`src/rtl/v_sv_arb_pkg.sv`:
```
// Shared types and the round-robin selection helper for the burst-locked arbiter.
package v_sv_arb_pkg;

  typedef enum logic [0:0] {
    IDLE = 1'b0,
    BUSY = 1'b1
  } arb_state_e;

  localparam int MAX_NREQ = 16;
  localparam int PTRW_MAX = 4;

  function automatic int idw(input int nreq);
    return (nreq > 1) ? $clog2(nreq) : 1;
  endfunction

  localparam int IDW_DEF = idw(4);

  // Lowest set bit at or above ptr; if none, lowest set bit overall (wrap-around).
  function automatic logic [MAX_NREQ-1:0] rr_pick(input logic [MAX_NREQ-1:0] req,
                                                  input logic [PTRW_MAX-1:0] ptr);
    logic [MAX_NREQ-1:0] masked;
    logic [MAX_NREQ-1:0] oh;
    masked = req & ~((16'd1 << ptr) - 16'd1);
    if (masked != 16'd0) begin
      oh = masked & (~masked + 16'd1);
    end else begin
      oh = req & (~req + 16'd1);
    end
    return oh;
  endfunction

endpackage

```
`src/rtl/v_sv_rr_pick.sv`:
```
// Masked round-robin priority encoder: one-hot winner plus its binary index.
module v_sv_rr_pick
  import v_sv_arb_pkg::*;
#(
  parameter int NREQ = 4,
  parameter int IDW  = 2
) (
  input  logic [NREQ-1:0] req_i,
  input  logic [IDW-1:0]  ptr_i,
  output logic [NREQ-1:0] grant_oh_o,
  output logic [IDW-1:0]  grant_idx_o
);

  logic [MAX_NREQ-1:0] req_ext_s;
  logic [MAX_NREQ-1:0] pick_full_s;

  // Widen to the helper's fixed width; bits above NREQ stay zero so never win.
  always_comb begin
    req_ext_s = {MAX_NREQ{1'b0}};
    req_ext_s[NREQ-1:0] = req_i;
    pick_full_s = rr_pick(req_ext_s, PTRW_MAX'(ptr_i));
    grant_oh_o = pick_full_s[NREQ-1:0];
    grant_idx_o = {IDW{1'b0}};
    for (int i = 0; i < MAX_NREQ; i++) begin
      if (pick_full_s[i]) begin
        grant_idx_o = grant_idx_o | IDW'(i);
      end else begin
        grant_idx_o = grant_idx_o;
      end
    end
  end

endmodule

```
`src/rtl/v_sv_rr_arb.sv`:
```
// Burst-locked round-robin arbiter sharing one sink among NREQ requesters,
// with an optional per-grant beat limit that forces release.
module v_sv_rr_arb
  import v_sv_arb_pkg::*;
#(
  parameter int NREQ      = 4,
  parameter int DW        = 32,
  parameter int MAX_BEATS = 16
) (
  input  logic                    clk,
  input  logic                    rst,
  input  logic [NREQ-1:0]         req_valid,
  input  logic [NREQ*DW-1:0]      req_data,
  input  logic [NREQ-1:0]         req_last,
  output logic [NREQ-1:0]         req_ready,
  output logic                    snk_valid,
  output logic [DW-1:0]           snk_data,
  output logic                    snk_last,
  output logic [$clog2(NREQ)-1:0] snk_id,
  input  logic                    snk_ready,
  output logic [NREQ-1:0]         grant_oh,
  output logic                    forced_rel
);

  localparam int IDW = idw(NREQ);
  localparam int CW  = (MAX_BEATS > 1) ? $clog2(MAX_BEATS + 1) : 1;
  localparam logic [CW-1:0] CNT_SAT = (MAX_BEATS != 0) ? CW'(MAX_BEATS) : {CW{1'b1}};

  arb_state_e       state_q;
  logic [NREQ-1:0]  grant_oh_q;
  logic [IDW-1:0]   snk_id_q;
  logic [IDW-1:0]   rr_ptr_q;
  logic [IDW-1:0]   rr_ptr_d;
  logic [CW-1:0]    beat_cnt_q;
  logic [CW-1:0]    beat_cnt_d;
  logic             forced_rel_q;

  logic [NREQ-1:0]  pick_oh_s;
  logic [IDW-1:0]   pick_idx_s;
  logic             busy_s;
  logic             limit_hit_s;
  logic             xfer_s;
  logic             release_s;

  v_sv_rr_pick #(
    .NREQ (NREQ),
    .IDW  (IDW)
  ) u_pick (
    .req_i       (req_valid),
    .ptr_i       (rr_ptr_q),
    .grant_oh_o  (pick_oh_s),
    .grant_idx_o (pick_idx_s)
  );

  generate
    if (MAX_BEATS != 0) begin : g_limit
      assign limit_hit_s = (beat_cnt_q == CW'(MAX_BEATS - 1));
    end else begin : g_nolimit
      assign limit_hit_s = 1'b0;
    end
  endgenerate

  assign busy_s = (state_q == BUSY);

  // Sink side is a straight pass-through of the locked requester while busy.
  always_comb begin
    snk_valid = 1'b0;
    snk_data  = {DW{1'b0}};
    snk_last  = 1'b0;
    req_ready = {NREQ{1'b0}};
    if (busy_s) begin
      snk_valid           = req_valid[snk_id_q];
      snk_data            = req_data[int'(snk_id_q)*DW +: DW];
      snk_last            = req_last[snk_id_q] | limit_hit_s;
      req_ready[snk_id_q] = snk_ready;
    end else begin
      snk_valid = 1'b0;
    end
  end

  assign xfer_s    = busy_s & snk_valid & snk_ready;
  assign release_s = xfer_s & (req_last[snk_id_q] | limit_hit_s);

  // Next beat count (saturating) and next round-robin pointer.
  always_comb begin
    if (xfer_s && (beat_cnt_q != CNT_SAT)) begin
      beat_cnt_d = beat_cnt_q + CW'(1'b1);
    end else begin
      beat_cnt_d = beat_cnt_q;
    end
    if (snk_id_q == IDW'(NREQ - 1)) begin
      rr_ptr_d = {IDW{1'b0}};
    end else begin
      rr_ptr_d = snk_id_q + IDW'(1'b1);
    end
  end

  // Grant FSM: arbitrate in IDLE, hold the grant in BUSY until last or limit.
  always_ff @(posedge clk or posedge rst) begin
    if (rst) begin
      state_q      <= IDLE;
      grant_oh_q   <= {NREQ{1'b0}};
      snk_id_q     <= {IDW{1'b0}};
      rr_ptr_q     <= {IDW{1'b0}};
      beat_cnt_q   <= {CW{1'b0}};
      forced_rel_q <= 1'b0;
    end else begin
      case (state_q)
        IDLE: begin
          forced_rel_q <= 1'b0;
          if (|req_valid) begin
            state_q    <= BUSY;
            grant_oh_q <= pick_oh_s;
            snk_id_q   <= pick_idx_s;
            beat_cnt_q <= {CW{1'b0}};
          end else begin
            state_q    <= IDLE;
            grant_oh_q <= {NREQ{1'b0}};
          end
        end
        BUSY: begin
          beat_cnt_q <= beat_cnt_d;
          if (release_s) begin
            state_q      <= IDLE;
            grant_oh_q   <= {NREQ{1'b0}};
            rr_ptr_q     <= rr_ptr_d;
            forced_rel_q <= limit_hit_s & ~req_last[snk_id_q];
          end else begin
            state_q      <= BUSY;
            forced_rel_q <= 1'b0;
          end
        end
        default: begin
          state_q      <= IDLE;
          grant_oh_q   <= {NREQ{1'b0}};
          forced_rel_q <= 1'b0;
        end
      endcase
    end
  end

  assign grant_oh   = grant_oh_q;
  assign snk_id     = snk_id_q;
  assign forced_rel = forced_rel_q;

endmodule
```
`config.mk`:
```
export PLATFORM = sky130hd
export DESIGN_NAME = v_sv_rr_arb
export DESIGN_NICKNAME = d
export VERILOG_FILES = /design/src/rtl/v_sv_arb_pkg.sv /design/src/rtl/v_sv_rr_pick.sv /design/src/rtl/v_sv_rr_arb.sv
export SDC_FILE = /design/constraint.sdc
export NUM_CORES = 1
export LEC_CHECK = 0
export CELL_PAD_IN_SITES_DETAIL_PLACEMENT = 2
export CELL_PAD_IN_SITES_GLOBAL_PLACEMENT = 2
export CORE_MARGIN = 2
export CORE_UTILIZATION = 16
export CTS_CLUSTER_DIAMETER = 60
export CTS_CLUSTER_SIZE = 30
export DETAILED_ROUTE_END_ITERATION = 8
export HOLD_SLACK_MARGIN = 0.15
export MAX_ROUTING_LAYER = met4
export PLACE_DENSITY = 0.83
export SETUP_SLACK_MARGIN = 0.05
export SLEW_MARGIN = 15
export SYNTH_ARGS = -nofsm -noshare
export SYNTH_HDL_FRONTEND = slang
export SYNTH_SLANG_ARGS = --single-unit
export TNS_END_PERCENT = 100
```
`constraint.sdc`:
```
create_clock -name clk -period 2.35 [get_ports clk]
set_clock_uncertainty 0.2 [all_clocks]
set_input_delay 0.47 -clock clk [delete_from_list [all_inputs] [get_ports clk]]
set_output_delay 0.47 -clock clk [all_outputs]
set_load 0.005 [all_outputs]
```
# --- After elaboration in Yosys (flattened, before gate mapping) ---
# Index checks and enable logic that the tools add are counted.
word_totals:
  reg_bits: 15
  input_bits: 139
  output_inout_bits: 45
  word_cells: 77
op_classes:
  addsub: 5
  magnitude_cmp: 2
  eq_ne: 6
  shift: 2
  n_mux: 35
  bitwise_logic: 14
  n_reduce_logical: 7
ops:
  columns: ["op", "n"]
  rows:
  - ["$shiftx A128 B8 Y32", 1]
  - ["$add A16 B1 Y16 const B", 2]
  - ["$and A4 B16 Y16", 2]
  - ["$mux W32", 1]
  - ["$not A16 Y16", 2]
  - ["$mux W2", 9]
  - ["$and A16 B16 Y16", 1]
  - ["$mux W16", 1]
  - ["$not A4 Y16", 1]
  - ["$reduce_bool A16 Y1", 1]
  - ["$shl A1 B2 Y16 const A", 1]
  - ["$sub A16 B1 Y16 const B", 1]
  - ["$mux W1", 12]
  - ["$mux W4", 3]
  - ["$mux W5", 2]
  - ["$pmux W5 S2", 1]
  - ["$pmux W4 S2", 1]
  - ["$reduce_and A2 Y1", 3]
  - ["$add A5 B1 Y5 const B", 1]
  - ["$eq A5 B4 Y1 const B", 1]
  - ["$ne A5 B5 Y1 const B", 1]
  - ["$and A1 B1 Y1", 4]
  - ["$and A4 B4 Y4", 1]
  - ["$bmux W1 S2", 2]
  - ["12 further kinds", 16]

# --- Longest topological paths before layout ---
depth:
  ltp_word: 20
  depth_mapped: 6
  ltp_nobuf: 6

# --- Modules after synthesis ---
# A second synthesis with hierarchy kept.
unflattened:
  cells_unflattened: 175
  hier_area_um2: 2052.0
modules_own_cells:
  columns: ["mod", "n_inst", "cells_per_inst", "area_each_um2", "seq_area_each_um2"]
  rows:
  - ["v_sv_rr_arb", 1, 147, 1863.0, 375.4]
  - ["v_sv_rr_pick", 1, 28, 188.9, 0.0]

# --- Least setup slack after synthesis ---
# OpenSTA, ideal clock, no wires.
synth_path:
  path_kind: "register -> output"
  startpoint: "register snk_id_q[0], in the netlist snk_id[0]"
  endpoint: "output snk_data[10]"
  arrival_ns: 1.552
  required_time_ns: 1.680
  slack_ns: 0.128
  path_stages_with_launch: 5
  n_path_buf: 2
  path_cell_list: "dfrtp_1 -> buf_6 -> buf_2 -> mux4_2 -> and2_1"
synth_between:
  elab_chain_cells: 2
synth_lines:
  columns: ["item", "line_no", "text"]
  rows:
  - ["start, declared", "v_sv_rr_arb.sv:31", "logic [IDW-1:0] snk_id_q;"]
  - ["start signal, assigned", "v_sv_rr_arb.sv:103", "snk_id_q <= {IDW{1'b0}};"]
  - ["start signal, assigned", "v_sv_rr_arb.sv:114", "snk_id_q <= pick_idx_s;"]
  - ["$shiftx A128 B8 Y32", "v_sv_rr_arb.sv:73", "snk_data = req_data[int'(snk_id_q)*DW +: DW];"]
  - ["$mux W32", "v_sv_rr_arb.sv:71", "if (busy_s) begin"]
  - ["end, declared", "v_sv_rr_arb.sv:17", "output logic [DW-1:0] snk_data,"]
# No other way between the ends.

# --- Worst setup path after layout ---
layout_path:
  startpoint: "register snk_id_q[0], in the netlist snk_id[0]"
  endpoint: "output snk_last"
layout_between:
  elab_chain_cells: 4
layout_lines:
  columns: ["item", "line_no", "text"]
  rows:
  - ["$bmux W1 S2", "v_sv_rr_arb.sv:74", "snk_last = req_last[snk_id_q] | limit_hit_s;"]
  - ["$mux W1 (implied by the code)", "v_sv_rr_arb.sv:74", null]
  - ["$or A1 B1 Y1", "v_sv_rr_arb.sv:74", null]
  - ["$mux W1", "v_sv_rr_arb.sv:71", null]
  - ["end, declared", "v_sv_rr_arb.sv:18", "output logic snk_last,"]
# No other way between the ends. The select of a mux whose other input is x is not followed.

==> impl_metrics.toml <==
[status]
status = "complete, but fails checks"
violations = "negative setup slack"

[global_routing]
grt_max_degree = 43
grt_use_total_pct = 16.4
grt_pass1_wl_um = 15900
grt-ovfl-total = 0
grt_pass1_vias = 2730
antenna_found_initial = 0

[pwr]
intPower_w = 0.00308
power.density_mw_per_mm2 = 984
vdd_drop_max_mv = 0.487
seq_power_share_pct = 9.9
combPwrFrac_pct = 82.9
power.share.switching_pct = 33.6
netSwitchingPower_w = 0.00156
clkPwrFrac_pct = 7.2
power.leakage_nw = 1.97

[worst_hold_path]
hold_depth = 2
whs_endpoint = "grant_oh[1]"
hold_path.class = "flop to flop"
min_from = "grant_oh[1]"

[placement]
dp_hpwl_um = 7670
io_buffers = 183
place.gp.congestion = 0.762

[critical_path]
r2r_start = "snk_id[0]"
reg2reg_to = "rr_ptr_q[0]"
critPathLaunchType = "flop"
crit_fanout = 4
cp-end-kind = "output pin"
cp.arrival_ns = 1.86
path_class = "flop to output pin"
ff2ff_path_depth = 10
reg2reg_slack_ns = -0.16
worstPathRequired_ns = 1.68

[floorplan]
io_pins = 184
die_y_um = 114
core_mm2 = 0.0119
initial_core_util_pct = 16.2
dieWidth_um = 114
design.die.area_mm2 = 0.0129
rows = 40

[routing]
vias_per_cell = 4.46
drt_iter0_markers = 76
remaining_drc_errors = 0
drt_pre_antenna_iters = 4
vias = 2421
detail_route.wl_per_cell_um = 20.2
antenna_left = 0
finalWirelength_um = 10900

[sta]
period_share_pct = 108
setup_viol = 38
grt_setup_unrepaired = "yes"
holdWs_ns = 0.332
maxSlewHeadroom_pct = 59.9
slew_violations = 0
max_freq_ghz = 0.395
finalSetupTns_ns = -3.18
worstMarginPinSlew_ns = 0.601
fin_crit_ns = 2.53
setup_slack_ns = -0.182
final-hold-violation-count = 0

[final_layout]
layout_commonest_cell = "clkdlybuf4s50_1"
syn2layout_area_growth_pct = 145
nets = 543
layout-drive-gt1-share_pct = 44.9
antennaDiodeCount = 0
layout_common_cells = "clkdlybuf4s50_1, buf_6, mux4_2"
finish.utilization_pct = 39.8

[logic_synthesis]
synth_top_area_share_pct = 39.7
avgSynthCellArea_um2 = 11.5
synth-edff-count = 0
yosys.area.top_type = "mux4_2"
synth.area.top_cells = "mux4_2, dfrtp_1, and2_1"
ys_seq_area_share_pct = 19.5
yosys_warnings = 0
syn-num-nets = 314
ys.flop_type = "dfrtp_1"
synth_cell_type_count = 35
syn_inst = 168
synth-seq-cells = 15
ys_async_sr_fraction_pct = 100
syn_area_mm2 = 0.00193

[run]
cap_violations = 0

[clock_network]
cts_tree = "done"
clkSinkCount = 15
clk_latency_ns = 0.25
cts_made_buffers = 3
hold_buffers = 0
clockRootBuffer = "clkbuf_16"
cts.htree.levels = 1
clk_path_buf_depth = 2
clkTransAtPathRegs_ns = 0.05
[layer usage]
| layer | track usage (%) | vias to the layer above | share of wire (%) |
|---|---|---|---|
| met3 | 3.08 | 10 | 5.6 |
| met4 | 2.52 | 0 | 1.6 |
| li1 | - | 1092 | - |
| met5 | - | - | 0 |
| met1 | 17.2 | 1221 | 36 |
| met2 | 32.3 | 98 | 57 |
[state kept, by name, indices dropped and copies added, names as in the netlist]
| register | count |
|---|---|
| snk_id | 2 |
| busy_s | 1 |
| grant_oh | 4 |
| beat_cnt_q | 5 |
| forced_rel | 1 |
| rr_ptr_q | 2 |
[kinds of logic after synthesis]
kind of cell,count (synthesis),synth area share (%)
and+or+nand+nor,63,19.2
buffers and inverters,26,5.71
adders and majority gates,7,4.55
AOI/OAI and AO/OA,17,7.73
DFF,15,19.5
muxes,40,43.4
[Yosys cell counts (all sizes together), types with 3 or more instances]
cell type and instances:
dfrtp 15, mux2i 4, a21oi 3, and3 6
nor2 4, nand2b 3, o21ai 3, mux4 34
nand2 10, and2 34, inv 13, ha 7
buf 7, clkbuf 6
[critical path: stages, from the launching register on]
cell and delay [ns]:
dfrtp_2 0.39, buf_6 0.12, buf_12 0.11, buf_8 0.13, mux4_2 0.55, o21a_1 0.19, buf_2 0.14
[cell type report]
cell class              count  area (um^2)
clock inverters             1         5.00
repair buffers            237         2430
well taps                 147          184
flip-flops and latches     15          378
inverters                  13         51.3
clock buffers               3         75.1
multi-input cells         127         1590
fillers                  1242         7140
[what timing repair did]
action | CTS | global route
gates resized for setup | 227 | 41
endpoints found under the setup margin | 38 | 50
buffers inserted | 32 | 8
gates cloned | 1 | 0
pin swaps | 30 | 3
[per-stage QoR]
step / setup slack, ns / instance area, um^2 / std cells / power [W]
2_1_floorplan: 0.128 / 1930 / 168 / 0.00179
3_3_place_gp: -0.380 / 4100 / 506 / 0.00325
3_5_place_dp: -0.381 / 4100 / 506 / 0.00333
4_1_cts: -0.201 / 4600 / 543 / 0.00443
5_1_grt: -0.239 / 4720 / 543 / 0.00495
6_report: -0.182 / 4720 / 543 / 0.00464
[worst max path at each step]
stage                     start            to  cells after the start
global route          snk_id[0]      snk_last                      6
detailed placement  req_last[3]      snk_last                      4
CTS                   snk_id[0]      snk_last                      6
finish                snk_id[0]      snk_last                      6
global placement    req_last[3]      snk_last                      4
floorplan             snk_id[0]  snk_data[10]                      4
[power by group through the flow]
| stage | Clock [W] | Sequential, W | Combinational (W) |
|---|---|---|---|
| 5_1_grt | 0.000356 | 0.000475 | 0.00412 |
| 6_report | 0.000332 | 0.000460 | 0.00385 |
| 4_1_cts | 0.000339 | 0.000463 | 0.00363 |
| 2_1_floorplan | 0 | 0.000422 | 0.00137 |
| 3_3_place_gp | 0 | 0.000463 | 0.00279 |
| 3_5_place_dp | 0 | 0.000465 | 0.00286 |
Note: power is estimated with default switching activity, not from simulation.
